## config.mk

```make
export PLATFORM = sky130hd
export DESIGN_NAME = hazard_sequencer
export DESIGN_NICKNAME = d
export VERILOG_FILES = /design/src/rtl/core_pkg.sv /design/src/rtl/hz_fwd_mux.sv /design/src/rtl/hazard_sequencer.sv
export SDC_FILE = /design/constraint.sdc
export NUM_CORES = 1
export LEC_CHECK = 0
export ABC_AREA = 1
export ABC_CLOCK_PERIOD_IN_PS = 3500
export CORE_UTILIZATION = 30
export CTS_CLUSTER_DIAMETER = 100
export DETAILED_ROUTE_END_ITERATION = 10
export PLACE_DENSITY = 0.48
export SKIP_CTS_REPAIR_TIMING = 1
export SLEW_MARGIN = 20
export SYNTH_ARGS = -nofsm -noshare
export SYNTH_HDL_FRONTEND = slang
export SYNTH_SLANG_ARGS = --single-unit
```

## constraint.sdc

```tcl
create_clock -name clk -period 3.5 [get_ports clk]
set_clock_uncertainty 0.1 [all_clocks]
set_input_delay 1.05 -clock clk [delete_from_list [all_inputs] [get_ports clk]]
set_output_delay 1.05 -clock clk [all_outputs]
set_load 0.05 [all_outputs]
```

## src/rtl/core_pkg.sv

```systemverilog
`default_nettype none
// ============================================================================
//  Module : core_pkg
//  Brief  : Shared types and constants for the RV32I pipeline sequencer.
//  Rev    : 1.0  initial release
// ============================================================================
package core_pkg;

    typedef enum logic [1:0] {
        ST_RUN      = 2'b00,
        ST_LU_STALL = 2'b01,
        ST_FREEZE   = 2'b10
    } stage_state_e;

    localparam logic [1:0] FWD_RF  = 2'b00;
    localparam logic [1:0] FWD_MEM = 2'b01;
    localparam logic [1:0] FWD_WB  = 2'b10;

    // Opcodes shared with Control_Unit
    localparam logic [6:0] OPC_LW = 7'b0000011;
    localparam logic [6:0] OPC_SW = 7'b0100011;

    typedef struct packed {
        logic       valid;
        logic [4:0] rd;
        logic [4:0] rs1;
        logic [4:0] rs2;
        logic       we;
        logic       is_load;
        logic       is_mem;
    } shadow_t;

    localparam shadow_t SHADOW_EMPTY = '0;

endpackage : core_pkg
`default_nettype wire

```

## src/rtl/hz_fwd_mux.sv

```systemverilog
`default_nettype none
// ============================================================================
//  Module : hz_fwd_mux
//  Brief  : Forwarding-source comparator for one EX operand.
//  Rev    : 1.0  initial release
// ============================================================================
module hz_fwd_mux
    import core_pkg::*;
(
    input  logic [4:0] ex_rs,
    input  logic       mem_valid,
    input  logic       mem_we,
    input  logic       mem_is_load,
    input  logic [4:0] mem_rd,
    input  logic       wb_valid,
    input  logic       wb_we,
    input  logic [4:0] wb_rd,
    output logic [1:0] sel
);

    logic w_mem_hit;
    logic w_wb_hit;

    // Load data is not available from EX/MEM; a consumer only sees it from WB
    assign w_mem_hit = mem_valid && mem_we && !mem_is_load &&
                       (mem_rd != 5'd0) && (mem_rd == ex_rs);
    assign w_wb_hit  = wb_valid && wb_we && (wb_rd != 5'd0) && (wb_rd == ex_rs);

    always_comb begin
        sel = FWD_RF;
        if (w_mem_hit) begin
            sel = FWD_MEM;
        end else if (w_wb_hit) begin
            sel = FWD_WB;
        end
    end

endmodule : hz_fwd_mux
`default_nettype wire

```

## src/rtl/hazard_sequencer.sv

```systemverilog
`default_nettype none
// ============================================================================
//  Module : hazard_sequencer
//  Brief  : Stage enables, flushes, forwarding and memory-wait freeze for the
//           5-stage RV32I core, driven by a shadow pipeline of register use.
//  Rev    : 1.0  initial release
// ============================================================================
module hazard_sequencer
    import core_pkg::*;
#(
    parameter int CNT_W       = 16,
    parameter int MEM_TIMEOUT = 64
)
(
    input  logic             clk,
    input  logic             rst_n,
    input  logic [4:0]       id_rs1,
    input  logic [4:0]       id_rs2,
    input  logic             id_use_rs1,
    input  logic             id_use_rs2,
    input  logic [4:0]       id_rd,
    input  logic             id_rf_we,
    input  logic             id_is_load,
    input  logic             id_is_mem,
    input  logic             ex_redirect,
    input  logic             dm_ready,
    output logic             pc_en,
    output logic             ifid_en,
    output logic             ifid_flush,
    output logic             idex_en,
    output logic             idex_flush,
    output logic             exmem_en,
    output logic             memwb_en,
    output logic [1:0]       fwd_a_sel,
    output logic [1:0]       fwd_b_sel,
    output logic [1:0]       state,
    output logic             mem_err,
    output logic [CNT_W-1:0] stall_cnt,
    output logic [CNT_W-1:0] flush_cnt
);

    localparam int TMO_W = $clog2(MEM_TIMEOUT + 1);

    shadow_t          r_ex;
    shadow_t          r_mem;
    shadow_t          r_wb;
    shadow_t          w_id_ent;
    stage_state_e     w_state;
    logic             w_freeze;
    logic             w_load_use;
    logic [TMO_W-1:0] r_tmo;
    logic             r_mem_err;
    logic [CNT_W-1:0] r_stall_cnt;
    logic [CNT_W-1:0] r_flush_cnt;
    logic             w_unused_wb;

    assign w_id_ent = '{valid:   1'b1,
                        rd:      id_rd,
                        rs1:     id_rs1,
                        rs2:     id_rs2,
                        we:      id_rf_we,
                        is_load: id_is_load,
                        is_mem:  id_is_mem};

    assign w_freeze   = r_mem.valid && r_mem.is_mem && !dm_ready;
    assign w_load_use = r_ex.valid && r_ex.is_load && (r_ex.rd != 5'd0) &&
                        ((id_use_rs1 && (id_rs1 == r_ex.rd)) ||
                         (id_use_rs2 && (id_rs2 == r_ex.rd)));

    // Mode priority: freeze, then redirect (stays in RUN), then load-use
    always_comb begin
        w_state = ST_RUN;
        if (w_freeze) begin
            w_state = ST_FREEZE;
        end else if (!ex_redirect && w_load_use) begin
            w_state = ST_LU_STALL;
        end
    end

    always_comb begin
        pc_en      = 1'b1;
        ifid_en    = 1'b1;
        ifid_flush = 1'b0;
        idex_en    = 1'b1;
        idex_flush = 1'b0;
        exmem_en   = 1'b1;
        memwb_en   = 1'b1;
        case (w_state)
            ST_FREEZE: begin
                pc_en    = 1'b0;
                ifid_en  = 1'b0;
                idex_en  = 1'b0;
                exmem_en = 1'b0;
                memwb_en = 1'b0;
            end
            ST_LU_STALL: begin
                pc_en      = 1'b0;
                ifid_en    = 1'b0;
                idex_flush = 1'b1;
            end
            default: begin
                if (ex_redirect) begin
                    ifid_flush = 1'b1;
                    idex_flush = 1'b1;
                end
            end
        endcase
    end

    always_ff @(posedge clk) begin
        if (!rst_n) begin
            r_ex        <= SHADOW_EMPTY;
            r_mem       <= SHADOW_EMPTY;
            r_wb        <= SHADOW_EMPTY;
            r_tmo       <= '0;
            r_mem_err   <= 1'b0;
            r_stall_cnt <= '0;
            r_flush_cnt <= '0;
        end else begin
            if (idex_en) begin
                r_ex <= idex_flush ? SHADOW_EMPTY : w_id_ent;
            end
            if (exmem_en) begin
                r_mem <= r_ex;
            end
            if (memwb_en) begin
                r_wb <= r_mem;
            end

            // Timeout counter parks at MEM_TIMEOUT so a long freeze cannot wrap it
            if (w_freeze) begin
                if (r_tmo != TMO_W'(MEM_TIMEOUT)) begin
                    r_tmo <= r_tmo + TMO_W'(1);
                end
                if (r_tmo >= TMO_W'(MEM_TIMEOUT - 1)) begin
                    r_mem_err <= 1'b1;
                end
            end else begin
                r_tmo <= '0;
            end

            if ((w_state != ST_RUN) && (r_stall_cnt != '1)) begin
                r_stall_cnt <= r_stall_cnt + CNT_W'(1);
            end
            if (ex_redirect && !w_freeze && (r_flush_cnt != '1)) begin
                r_flush_cnt <= r_flush_cnt + CNT_W'(1);
            end
        end
    end

    hz_fwd_mux u_fwd_a (
        .ex_rs       (r_ex.rs1),
        .mem_valid   (r_mem.valid),
        .mem_we      (r_mem.we),
        .mem_is_load (r_mem.is_load),
        .mem_rd      (r_mem.rd),
        .wb_valid    (r_wb.valid),
        .wb_we       (r_wb.we),
        .wb_rd       (r_wb.rd),
        .sel         (fwd_a_sel)
    );

    hz_fwd_mux u_fwd_b (
        .ex_rs       (r_ex.rs2),
        .mem_valid   (r_mem.valid),
        .mem_we      (r_mem.we),
        .mem_is_load (r_mem.is_load),
        .mem_rd      (r_mem.rd),
        .wb_valid    (r_wb.valid),
        .wb_we       (r_wb.we),
        .wb_rd       (r_wb.rd),
        .sel         (fwd_b_sel)
    );

    // WB operand fields are carried only for debug visibility
    assign w_unused_wb = ^{r_wb.rs1, r_wb.rs2, r_wb.is_load, r_wb.is_mem};

    assign state     = w_state;
    assign mem_err   = r_mem_err;
    assign stall_cnt = r_stall_cnt;
    assign flush_cnt = r_flush_cnt;

endmodule : hazard_sequencer
`default_nettype wire

```

==> results.md <==
- Drt initial violations: 111
- Final WS setup: 0.09498 ns
- Sink Count: 75
- Chip Width: 115.6 um
- Drt wl/cell: 12.66 um
- Hold_sp: r_ex[2]$_SDFFE_PN0P_
- Largest net degree at the start of global routing: 44
- Largest cells by area after synthesis: dfxtp_1, nand2_1, nand3_1
- Slowest cell on crit path: clkdlybuf4s50_1
- Vias per inst: 4.512
- Mean Syn Cell Area: 6.888 um2
- Setup violations, final: 0
- FF-to-FF End: stall_cnt[15]$_SDFFE_PN0P_
- FP Rows: 41
- Least-Margin Pin Slew: 0.8805 ns
- Final Hold Vio Count: 0
- Critical path class: input port to primary output
- Dpl ws: -0.1805 ns
- Final Wtd Congestion: 0.8434
- Proportion of netlist area held by the largest area contributor: 38.78%
- R2r setup slk: 1.35 ns
- Count of different cell masters after synthesis: 29
- Met3 usage: 6.328%
- Clock buffer depth: 2
- CP Max Fanout: 3
- CP peak stage delay: 0.52 ns
- Tightest hold margin: 0.3569 ns
- Cell Area, Synth: 3871 um2
- Worst Reg-to-Reg Cells: 9
- Period utilisation layout: 97.29%
- Die height: 115.6 um
- RSZ-0062 raised after global routing: false
- GR Util met1: 21.44%
- Share of layout cells above drive strength 1: 9.277%
- Max-slew headroom: 41.23%
- Die Area: 13360 um2
- Biggest area consumer among synthesized cells: dfxtp_1
- Final net count: 660
- Post-layout min period: 3.405 ns
- Initial Util: 30.68%
- Drt first pass iters: 6
- Worst Path Required: 2.35 ns
- H-tree levels: 3
- Synth Register Bits: 75
- Initial antenna violation count: 0
- Syn nets: 590
- Met2 Use GR: 24.67%
- Global routing's busiest layer: met2
- Number of port buffers: 69
- Status: finished, final reports clean
- Hold EP: r_ex[2]$_SDFFE_PN0P_
- Fmax: 293.7 MHz
- CP Capture Type: primary output
- Drt drc: 0
- Hpwl dp: 7364 um
- Max Transition Viols Final: 0
- Hold Crit Class: flip-flop to flip-flop
- First-pass GRT wire length: 16890 um
- Post-route ant nets: 0
- Total Wirelength: 10240 um
- Num CTS Buffers: 9
- Area grow syn2layout: 32.58%
- YS warnings: 0
- GRT Total Usage: 16.42%
- Core ar.: 12620 um2
- Sequential area share after synthesis: 38.78%
- Static Leakage: 2.265 nW
- Clk Latency, worst-skew pair: 0.33 ns
- Cell mode on critical path: buf_4
- R2r startpoint: stall_cnt[0]$_SDFFE_PN0P_
- Sum Neg Setup Slack: 0 ns
- Remaining Overflow, GRT: 0
- Arrival @ worst endpoint: 2.26 ns
- Mapped Cells: 562
- CTS tree: done
- Max cap viols: 0
- Critical path startpoint category: input port
- Total number of vias: 3650
- Io pins: 70
- Cell area power density: 380.3 nW/um2
- Clk slew on worst S/H paths: 0.06 ns
- Vias in the first global route: 3404
- CTS Root Cell: clkbuf_16
- Hold depth: 2
- Critical-path cell list: clkdlybuf4s50_1 -> nor2_2 -> buf_4 -> nor2_1 -> buf_4
- VDD IR max: 0.2327 mV
## report_power, final
part	leakage [nW]	total [mW]	switching, mW	internal (mW)
Clock	0.146	0.925	0.339	0.586
Sequential	0.609	0.890	0.0195	0.870
Combinational	1.51	0.137	0.0753	0.0619
## worst max-delay path: cells and delay by family
kind	cells	cell delay, ns
AND/OR/NAND/NOR	2	0.29
buffers and inverters	3	0.91
## cell usage in the layout, fill, tap and decap left out, drive strengths merged, types with 15 or more instances in the layout
| cell type | count |
|---|---|
| nor3 | 17 |
| xor2 | 22 |
| nor2 | 74 |
| dlymetal6s2s | 17 |
| buf | 23 |
| clkdlybuf4s50 | 43 |
| nand2 | 141 |
| dfxtp | 75 |
| a21oi | 33 |
| inv | 53 |
| nand3 | 58 |
| xnor2 | 15 |
| o21ai | 25 |
## final cells by class
cell class,instances,area (um2)
clock inverter,2,35.03
sequential,75,1501
clock buffer,13,260.3
timing repair buffer,83,864.6
inverter,54,206.4
multi-input combinational,409,2047
tap,172,215.2
antenna,1,2.502
fill,1357,7487
## flip-flops by register name, summed over array words and instances, names as in the netlist
register   flops
r_ex          19
flush_cnt     16
stall_cnt     16
r_mem          9
r_tmo          7
r_wb           7
mem_err        1
## layer usage
| layer | vias to the layer above | part of all wire [%] |
|---|---|---|
| met5 | - | 0 |
| met4 | 0 | 0.95 |
| met3 | 6 | 4.9 |
| met2 | 65 | 45 |
| met1 | 1645 | 49 |
| li1 | 1934 | - |
## worst max-delay path by stage
stage / from / end / slack [ns] / cells after the start
after floorplan: id_rs2[0] / pc_en / 0.04 / 12
after global placement: id_rs2[2] / ifid_en / -0.19 / 12
after detailed placement: id_rs1[2] / ifid_en / -0.18 / 12
after CTS: id_rs1[2] / ifid_en / -0.20 / 12
after global routing: dm_ready / idex_flush / 0.02 / 7
final: dm_ready / ifid_flush / 0.09 / 5
## cell families (layout without fill, tap and decap cells)
group	count (synthesis)	count (layout)	share of synthesized area (%)
AND/OR/NAND/NOR	307	307	34.45
buffers and inverters	78	152	8.856
flip-flops	75	75	38.78
AO/OA/AOI/OAI	61	61	8.242
XOR/XNOR	37	37	8.371
adder cells (fa/ha/maj)	4	4	1.293
other	0	1	0
## synthesized netlist by cell type
cell type  count
a21oi_1       31
a21oi_2        2
a31oi_1        1
buf_1          3
buf_2          4
buf_4          6
buf_6          3
clkbuf_1       8
dfxtp_1       75
ha_1           4
inv_1         48
inv_2          6
nand2_1      137
nand2_2        3
nand2_4        1
nand3_1       57
nand3_4        1
nand3b_1       2
nand4_1        8
nor2_1        74
nor3_1        16
nor3_4         1
nor3b_1        3
nor4_1         2
o21ai_0       25
o21bai_1       2
or2_2          2
xnor2_1       15
xor2_1        22
## metrics by stage
step | util (%) | std cells | instance area (um2) | total power, mW
final | 40.67 | 809 | 5132 | 1.952
after detailed placement | 37.75 | 793 | 4763 | 1.048
after CTS | 40.09 | 808 | 5059 | 1.990
after global placement | 37.75 | 793 | 4763 | 1.048
after floorplan | - | 562 | 3879 | 0.9826
after global routing | 40.65 | 808 | 5130 | 2.041
No activity file was read; power rests on OpenSTA's default activity.
